--- src/rtl/hls_call_sequencer_pkg.sv ---
// Shared state encoding and default sizing for the HLS call sequencer.
package hls_seq_pkg;

   localparam int ITER_W_DEF         = 16;
   localparam int TIMEOUT_W_DEF      = 24;
   localparam int TIMEOUT_CYCLES_DEF = 1000000;

   typedef enum logic [2:0] {
      IDLE     = 3'd0,
      BUF_CALL = 3'd1,
      BUF_WAIT = 3'd2,
      FLT_CALL = 3'd3,
      FLT_WAIT = 3'd4
   } seq_state_e;

endpackage

--- src/rtl/hls_call_sequencer_if.sv ---
// Call/return valid-stall conduit of one HLS component.
// The sequencer takes the master side; the component is the slave.
interface hls_call_if;

   logic call_valid;
   logic call_stall;
   logic return_valid;
   logic return_stall;

   modport master (
      output call_valid,
      output return_stall,
      input  call_stall,
      input  return_valid
   );

   modport slave (
      input  call_valid,
      input  return_stall,
      output call_stall,
      output return_valid
   );

endinterface

--- src/rtl/hls_call_sequencer_port.sv ---
// One HLS component's call/return handshake plus its per-invocation timeout.
// The top FSM issues and cancels invocations; this block reports the accepts.
module hls_call_port
   import hls_seq_pkg::*;
#(
   parameter int TIMEOUT_W      = TIMEOUT_W_DEF,
   parameter int TIMEOUT_CYCLES = TIMEOUT_CYCLES_DEF
) (
   input  logic       clk,
   input  logic       rst_n,
   input  logic       i_issue,
   input  logic       i_cancel,
   input  logic       i_idle,
   hls_call_if.master bus,
   output logic       o_call_accepted,
   output logic       o_return_accepted,
   output logic       o_timed_out
);

   localparam logic [TIMEOUT_W-1:0] TO_LAST = TIMEOUT_W'(TIMEOUT_CYCLES - 1);
   localparam bit                   TO_EN   = (TIMEOUT_CYCLES != 0);

   logic                 r_call_valid;
   logic                 r_waiting;
   logic [TIMEOUT_W-1:0] r_to_cnt;
   logic                 w_active;

   assign w_active          = r_call_valid | r_waiting;
   assign o_call_accepted   = r_call_valid & ~bus.call_stall;
   assign o_return_accepted = r_waiting & bus.return_valid;
   assign o_timed_out       = TO_EN && w_active && (r_to_cnt == TO_LAST);

   assign bus.call_valid    = r_call_valid;
   // Returns are also taken while the sequencer is idle so stale ones drain.
   assign bus.return_stall  = ~(r_waiting | i_idle);

   always_ff @(posedge clk or negedge rst_n) begin
      if (!rst_n) begin
         r_call_valid <= 1'b0;
         r_waiting    <= 1'b0;
      end else if (i_cancel) begin
         r_call_valid <= 1'b0;
         r_waiting    <= 1'b0;
      end else if (i_issue) begin
         r_call_valid <= 1'b1;
         r_waiting    <= 1'b0;
      end else if (o_call_accepted) begin
         r_call_valid <= 1'b0;
         r_waiting    <= 1'b1;
      end else if (o_return_accepted) begin
         r_waiting    <= 1'b0;
      end
   end

   always_ff @(posedge clk or negedge rst_n) begin
      if (!rst_n) begin
         r_to_cnt <= '0;
      end else if (i_issue) begin
         r_to_cnt <= '0;
      end else if (w_active) begin
         r_to_cnt <= r_to_cnt + TIMEOUT_W'(1);
      end
   end

endmodule

--- src/rtl/hls_call_sequencer.sv ---
// Runs buffer_1 then filter_0 for num_iter iterations per start, with abort,
// per-invocation timeout and busy/done/error status.
module hls_call_sequencer
   import hls_seq_pkg::*;
#(
   parameter int ITER_W         = ITER_W_DEF,
   parameter int TIMEOUT_W      = TIMEOUT_W_DEF,
   parameter int TIMEOUT_CYCLES = TIMEOUT_CYCLES_DEF
) (
   input  logic              clk_clk,
   input  logic              reset_reset_n,
   input  logic              start,
   input  logic              abort,
   input  logic [ITER_W-1:0] num_iter,
   output logic              busy,
   output logic              done,
   output logic              timeout_err,
   output logic [ITER_W-1:0] iter_done,
   hls_call_if.master        buffer_1,
   hls_call_if.master        filter_0
);

   seq_state_e        r_state;
   seq_state_e        w_state_next;
   logic [ITER_W-1:0] r_num_iter;
   logic [ITER_W-1:0] r_iter_done;
   logic              r_done;
   logic              r_timeout_err;

   logic              w_buf_call_acc, w_buf_ret_acc, w_buf_to;
   logic              w_flt_call_acc, w_flt_ret_acc, w_flt_to;
   logic              w_buf_issue, w_flt_issue;
   logic              w_idle, w_cancel, w_timeout, w_start_acc;
   logic              w_last, w_iter_step, w_finish;
   logic [ITER_W-1:0] w_iter_inc;

   assign w_idle      = (r_state == IDLE);
   assign w_timeout   = w_buf_to | w_flt_to;
   assign w_cancel    = !w_idle && (abort || w_timeout);
   assign w_start_acc = w_idle && start;
   assign w_iter_inc  = r_iter_done + ITER_W'(1);
   assign w_last      = (w_iter_inc == r_num_iter);
   assign w_iter_step = (r_state == FLT_WAIT) && w_flt_ret_acc && !w_cancel;
   assign w_finish    = w_iter_step && w_last;

   always_ff @(posedge clk_clk or negedge reset_reset_n) begin
      if (!reset_reset_n) begin
         r_state <= IDLE;
      end else begin
         r_state <= w_state_next;
      end
   end

   always_comb begin
      w_state_next = r_state;
      case (r_state)
         IDLE:     if (start && (num_iter != '0)) w_state_next = BUF_CALL;
         BUF_CALL: if (w_buf_call_acc)            w_state_next = BUF_WAIT;
         BUF_WAIT: if (w_buf_ret_acc)             w_state_next = FLT_CALL;
         FLT_CALL: if (w_flt_call_acc)            w_state_next = FLT_WAIT;
         FLT_WAIT: if (w_flt_ret_acc)             w_state_next = w_last ? IDLE : BUF_CALL;
         default:                                 w_state_next = IDLE;
      endcase
      // Abort and timeout both override whatever handshake happened this cycle.
      if (w_cancel) begin
         w_state_next = IDLE;
      end
   end

   always_comb begin
      busy        = !w_idle;
      w_buf_issue = (w_state_next == BUF_CALL) && (r_state != BUF_CALL);
      w_flt_issue = (w_state_next == FLT_CALL) && (r_state != FLT_CALL);
   end

   always_ff @(posedge clk_clk or negedge reset_reset_n) begin
      if (!reset_reset_n) begin
         r_num_iter    <= '0;
         r_iter_done   <= '0;
         r_done        <= 1'b0;
         r_timeout_err <= 1'b0;
      end else begin
         r_done <= (w_start_acc && (num_iter == '0)) || w_finish;
         if (w_start_acc) begin
            r_num_iter    <= num_iter;
            r_iter_done   <= '0;
            r_timeout_err <= 1'b0;
         end else begin
            if (w_iter_step) begin
               r_iter_done <= w_iter_inc;
            end
            // A simultaneous abort suppresses the timeout report.
            if (!w_idle && !abort && w_timeout) begin
               r_timeout_err <= 1'b1;
            end
         end
      end
   end

   assign done        = r_done;
   assign timeout_err = r_timeout_err;
   assign iter_done   = r_iter_done;

   hls_call_port #(
      .TIMEOUT_W      (TIMEOUT_W),
      .TIMEOUT_CYCLES (TIMEOUT_CYCLES)
   ) u_buf_port (
      .clk               (clk_clk),
      .rst_n             (reset_reset_n),
      .i_issue           (w_buf_issue),
      .i_cancel          (w_cancel),
      .i_idle            (w_idle),
      .bus               (buffer_1),
      .o_call_accepted   (w_buf_call_acc),
      .o_return_accepted (w_buf_ret_acc),
      .o_timed_out       (w_buf_to)
   );

   hls_call_port #(
      .TIMEOUT_W      (TIMEOUT_W),
      .TIMEOUT_CYCLES (TIMEOUT_CYCLES)
   ) u_flt_port (
      .clk               (clk_clk),
      .rst_n             (reset_reset_n),
      .i_issue           (w_flt_issue),
      .i_cancel          (w_cancel),
      .i_idle            (w_idle),
      .bus               (filter_0),
      .o_call_accepted   (w_flt_call_acc),
      .o_return_accepted (w_flt_ret_acc),
      .o_timed_out       (w_flt_to)
   );

endmodule

--- src/flat_wrapper.sv ---
// flat-port wrapper written by rule: the top's interface ports become plain ports
module hls_call_sequencer_flat import hls_seq_pkg::*;
#(
   parameter int ITER_W         = ITER_W_DEF,
   parameter int TIMEOUT_W      = TIMEOUT_W_DEF,
   parameter int TIMEOUT_CYCLES = TIMEOUT_CYCLES_DEF
)
  (clk_clk, reset_reset_n, start, abort, num_iter, busy, done, timeout_err, iter_done, buffer_1_call_valid, buffer_1_return_stall, buffer_1_call_stall, buffer_1_return_valid, filter_0_call_valid, filter_0_return_stall, filter_0_call_stall, filter_0_return_valid);
  hls_call_if buffer_1_i ();
  hls_call_if filter_0_i ();
  input  logic clk_clk;
  input  logic reset_reset_n;
  input  logic start;
  input  logic abort;
  input  logic [ITER_W-1:0] num_iter;
  output logic busy;
  output logic done;
  output logic timeout_err;
  output logic [ITER_W-1:0] iter_done;
  output wire logic [$bits(buffer_1_i.call_valid)-1:0] buffer_1_call_valid;
  output wire logic [$bits(buffer_1_i.return_stall)-1:0] buffer_1_return_stall;
  input wire logic [$bits(buffer_1_i.call_stall)-1:0] buffer_1_call_stall;
  input wire logic [$bits(buffer_1_i.return_valid)-1:0] buffer_1_return_valid;
  output wire logic [$bits(filter_0_i.call_valid)-1:0] filter_0_call_valid;
  output wire logic [$bits(filter_0_i.return_stall)-1:0] filter_0_return_stall;
  input wire logic [$bits(filter_0_i.call_stall)-1:0] filter_0_call_stall;
  input wire logic [$bits(filter_0_i.return_valid)-1:0] filter_0_return_valid;
  assign buffer_1_call_valid = buffer_1_i.call_valid;
  assign buffer_1_return_stall = buffer_1_i.return_stall;
  assign buffer_1_i.call_stall = buffer_1_call_stall;
  assign buffer_1_i.return_valid = buffer_1_return_valid;
  assign filter_0_call_valid = filter_0_i.call_valid;
  assign filter_0_return_stall = filter_0_i.return_stall;
  assign filter_0_i.call_stall = filter_0_call_stall;
  assign filter_0_i.return_valid = filter_0_return_valid;
  hls_call_sequencer #(.ITER_W(ITER_W), .TIMEOUT_W(TIMEOUT_W), .TIMEOUT_CYCLES(TIMEOUT_CYCLES)) u_core (.clk_clk(clk_clk), .reset_reset_n(reset_reset_n), .start(start), .abort(abort), .num_iter(num_iter), .busy(busy), .done(done), .timeout_err(timeout_err), .iter_done(iter_done), .buffer_1(buffer_1_i), .filter_0(filter_0_i));
endmodule
--- config.mk ---
export PLATFORM = sky130hd
export DESIGN_NAME = hls_call_sequencer_flat
export DESIGN_NICKNAME = d
export VERILOG_FILES = /design/src/rtl/hls_call_sequencer_pkg.sv /design/src/rtl/hls_call_sequencer_if.sv /design/src/rtl/hls_call_sequencer_port.sv /design/src/rtl/hls_call_sequencer.sv /design/src/flat_wrapper.sv
export SDC_FILE = /design/constraint.sdc
export NUM_CORES = 1
export LEC_CHECK = 0
export ABC_AREA = 1
export CAP_MARGIN = 20
export CORE_MARGIN = 5
export CORE_UTILIZATION = 60
export DETAILED_ROUTE_END_ITERATION = 10
export DONT_BUFFER_PORTS = 1
export PLACE_DENSITY = 0.76
export SYNTH_ARGS = -nofsm -noshare
export SYNTH_HDL_FRONTEND = slang
export SYNTH_HIERARCHICAL = 1
export SYNTH_SLANG_ARGS = --single-unit
--- constraint.sdc ---
create_clock -name clk_clk -period 6.82 [get_ports clk_clk]
set_clock_uncertainty 0.1 [all_clocks]
set_input_delay 0.682 -clock clk_clk [delete_from_list [all_inputs] [get_ports clk_clk]]
set_output_delay 0.682 -clock clk_clk [all_outputs]
set_load 0.02 [all_outputs]
==> qor.yml <==
synth-compound-area-share: 0.08208
netlist_top_cells_count: "nand2_1 (235), nor2_1 (111), inv_1 (106)"
synth_seq_cells: 89
globalRouteOverflowTotal: 0
drtIter0Drc: 328
nNetsFinal: 839
fin_setup_tns_ns: 0
cp.buffers_inverters: 3
synth.most_common_cell: "nand2_1"
viasPerCell: 5.542
yosysSeqAreaShare: 0.3992
synth_area_per_cell_um2: 6.905
layout-drive-gt1-share: 0.1126
hold_violations: 0
synth_area_leader_cell: "dfrtp_1"
end_kind: "register"
syn2layout_area_growth_pct: 5.562
syn_inst: 808
cts_resized: 0
r2r-start: "u_core/u_flt_port/bus.call_valid"
rsz0062_at_grt: "no"
clockRootBuffer: "clkbuf_8"
layout_min_cycle_time_ns: 3.296
io_buffers: 0
worstSetupStartpointType: "register"
finalPower_uw: 1536
status: "complete, no violations"
antenna_cells: 0
ff2ff_setup_slack_ns: 3.52
synth-simple-area-share: 0.4221
slew_headroom: 0.3977
clk_latency_ns: 0.35
cts_inserted_buffers: 9
vias: 5143
async_flop_share: 1.000
cp_max_fo: 28
worstPathCellList: "nor2_4 -> nor2_1 -> nand2_1 -> nor2_1 -> nor3_1 -> inv_1 -> nand2_1 -> inv_1 -> a21oi_1 -> nand2_1 -> nand3_1 -> nor2_1 -> inv_2 -> nand2_1 -> nand3_1 -> nor2_2 -> a21oi_1 -> nor2_1"
dp_hpwl_um: 9796
synthTopCellsByArea: "dfrtp_1 (40%), nand2_1 (16%), nor2_1 (7.5%), inv_1 (7.1%), nand3_1 (5.0%)"
synth_top_cell_area_share: 0.3992
crit_required_ns: 6.97
cts_tree: "built"
pin_count: 47
track_usage: 0.2391
antenna_found_initial: 0
cts.sink_count: 89
final-setup-viol-count: 0
dp_cells: 911
grt_start_max_net_pins: 90
die-area_um2: 11330
setup.worst_path.class: "register to register"
wl_um: 13060
fin_crit_sh: 0.4833
wl_per_cell_um: 14.07
hp-class: "input pin to async pin"
fmax_mhz: 303.4
die_y_um: 106.4
grt_pass1_vias: 4917
ys_types: 30
gp_congestion: 0.8870
clk_pin_slew_worst_paths_ns: 0.10
yosys.area_share.adder: 0.006728
synth_top_family_by_area: "simple AND/OR/NAND/NOR gates"
coreArea_um2: 9153
synth-xor-area-share: 0.003140
yosys_most_used_dff: "dfrtp_1"
cts_buffer_depth: 2
cts_max_level: 3
r2r_cells: 18
cp.arrival_ns: 3.45
max_stage_delay_ns: 0.52
worst_slew_pin_slew_ns: 0.9013
fin_cells: 928
maxSlewViolCount: 0
syn_area_um2: 5579
remaining_drc_errors: 0
start_util: 0.6096
synth-warning-count: 6
max-cap-violations: 0
ant_nets: 0
synth.net_count: 835
fp.dieW_um: 106.4
power.density_nw_per_um2: 260.8
crit_slowest_cell: "dfrtp_1"
path_delay_family: "simple AND/OR/NAND/NOR gates"
synthMuxAreaShare: 0
rows: 35
peakVddDrop_v: 0.0001458
p_leak_uw: 0.002881
grt_pass1_wl_um: 22250
dr.pass1.iters: 5
r2r-end: "u_core/u_buf_port/r_to_cnt[22]"
synth-edff-count: 0
layout make-up:
type	instances	area (µm²)
sequential	89	2227
fill	828	3263
inverter	120	450.4
tap	111	138.9
timing repair buffer	1	27.53
clock buffer	9	123.9
clock inverter	7	53.80
multi-input combinational	591	2868
worst reg2reg max path, delay by kind of cell, from the launching register on:
| kind | cells | cell delay [ns] |
|---|---|---|
| and+or+nand+nor | 13 | 1.71 |
| buffers and inverters | 3 | 0.61 |
| DFF | 1 | 0.52 |
| AOI/OAI and AO/OA | 2 | 0.27 |
power breakdown:
group,internal (µW),switching [µW]
Combinational,153,370
Sequential,603,78.5
Clock,135,196
Total,891,645
state kept, by name (all words and copies together), names as in the netlist:
name                              flops
u_core/done                           1
u_core/iter_done                     16
u_core/r_num_iter                    16
u_core/r_state                        3
u_core/timeout_err                    1
u_core/u_buf_port/bus.call_valid      1
u_core/u_buf_port/r_to_cnt           24
u_core/u_buf_port/r_waiting           1
u_core/u_flt_port/bus.call_valid      1
u_core/u_flt_port/r_to_cnt           24
u_core/u_flt_port/r_waiting           1
worst max-delay path by stage:
stage	slack (ns)	depth (start not counted)	start	end
2_1_floorplan	4.28	20	u_core/iter_done[0]	u_core/u_buf_port/r_to_cnt[2]
3_3_place_gp	3.69	18	u_core/u_flt_port/bus.call_valid	u_core/u_buf_port/r_to_cnt[22]
3_5_place_dp	3.61	18	u_core/u_flt_port/bus.call_valid	u_core/u_buf_port/r_to_cnt[22]
4_1_cts	3.60	18	u_core/u_flt_port/bus.call_valid	u_core/u_buf_port/r_to_cnt[22]
5_1_grt	3.14	15	u_core/r_state[1]	u_core/u_flt_port/r_to_cnt[20]
6_report	3.52	18	u_core/u_flt_port/bus.call_valid	u_core/u_buf_port/r_to_cnt[22]
metrics by stage:
stage | hold slack, ns | util | setup WS (ns) | instance area [µm²]
2_1_floorplan | 0.2864 | - | 4.280 | 5579
3_3_place_gp | 0.2888 | 0.6211 | 3.689 | 5684
3_5_place_dp | 0.2895 | 0.6211 | 3.614 | 5684
4_1_cts | 0.1438 | 0.6435 | 3.601 | 5889
5_1_grt | 0.1321 | 0.6435 | 3.141 | 5889
6_report | 0.1221 | 0.6435 | 3.524 | 5889
layout by cell type, fill, tap and decap left out, types with 2 or more instances in the layout:
| cell type | n |
|---|---|
| nand4_1 | 18 |
| inv_1 | 106 |
| nor4_1 | 3 |
| clkinvlp_4 | 3 |
| nand2_1 | 235 |
| nor2_4 | 15 |
| o22ai_1 | 10 |
| inv_6 | 2 |
| o21bai_1 | 2 |
| nor2_8 | 2 |
| a21oi_1 | 28 |
| nand3_1 | 56 |
| o21ai_0 | 39 |
| nand3b_1 | 8 |
| inv_2 | 13 |
| nor2_1 | 111 |
| nand2_4 | 3 |
| dfrtp_1 | 89 |
| o21ai_1 | 4 |
| nor3_1 | 8 |
| nor2_2 | 15 |
| nand3_2 | 12 |
| ha_1 | 3 |
| nand2_2 | 14 |
| clkbuf_8 | 9 |
layer usage:
metal,wire (µm),share of wire,track usage
met4,271,0.021,0.07854
met1,5895,0.45,0.3149
met3,753,0.058,0.05222
met2,6140,0.47,0.3932
met5,0,0,0
timing repair:
action | in CTS | in global routing
setup endpoints to repair | 0 | 0
setup buffers | 0 | 0
endpoints found under the hold margin | 89 | 0
hold buffers | 1 | 0
kinds of logic after synthesis:
family	after synthesis
and+or+nand+nor	500
buffers and inverters	128
DFF	89
AOI/OAI and AO/OA	86
adders and majority gates	3
xor gates and xnor gates	2
Power figures use the tool's default switching activity.
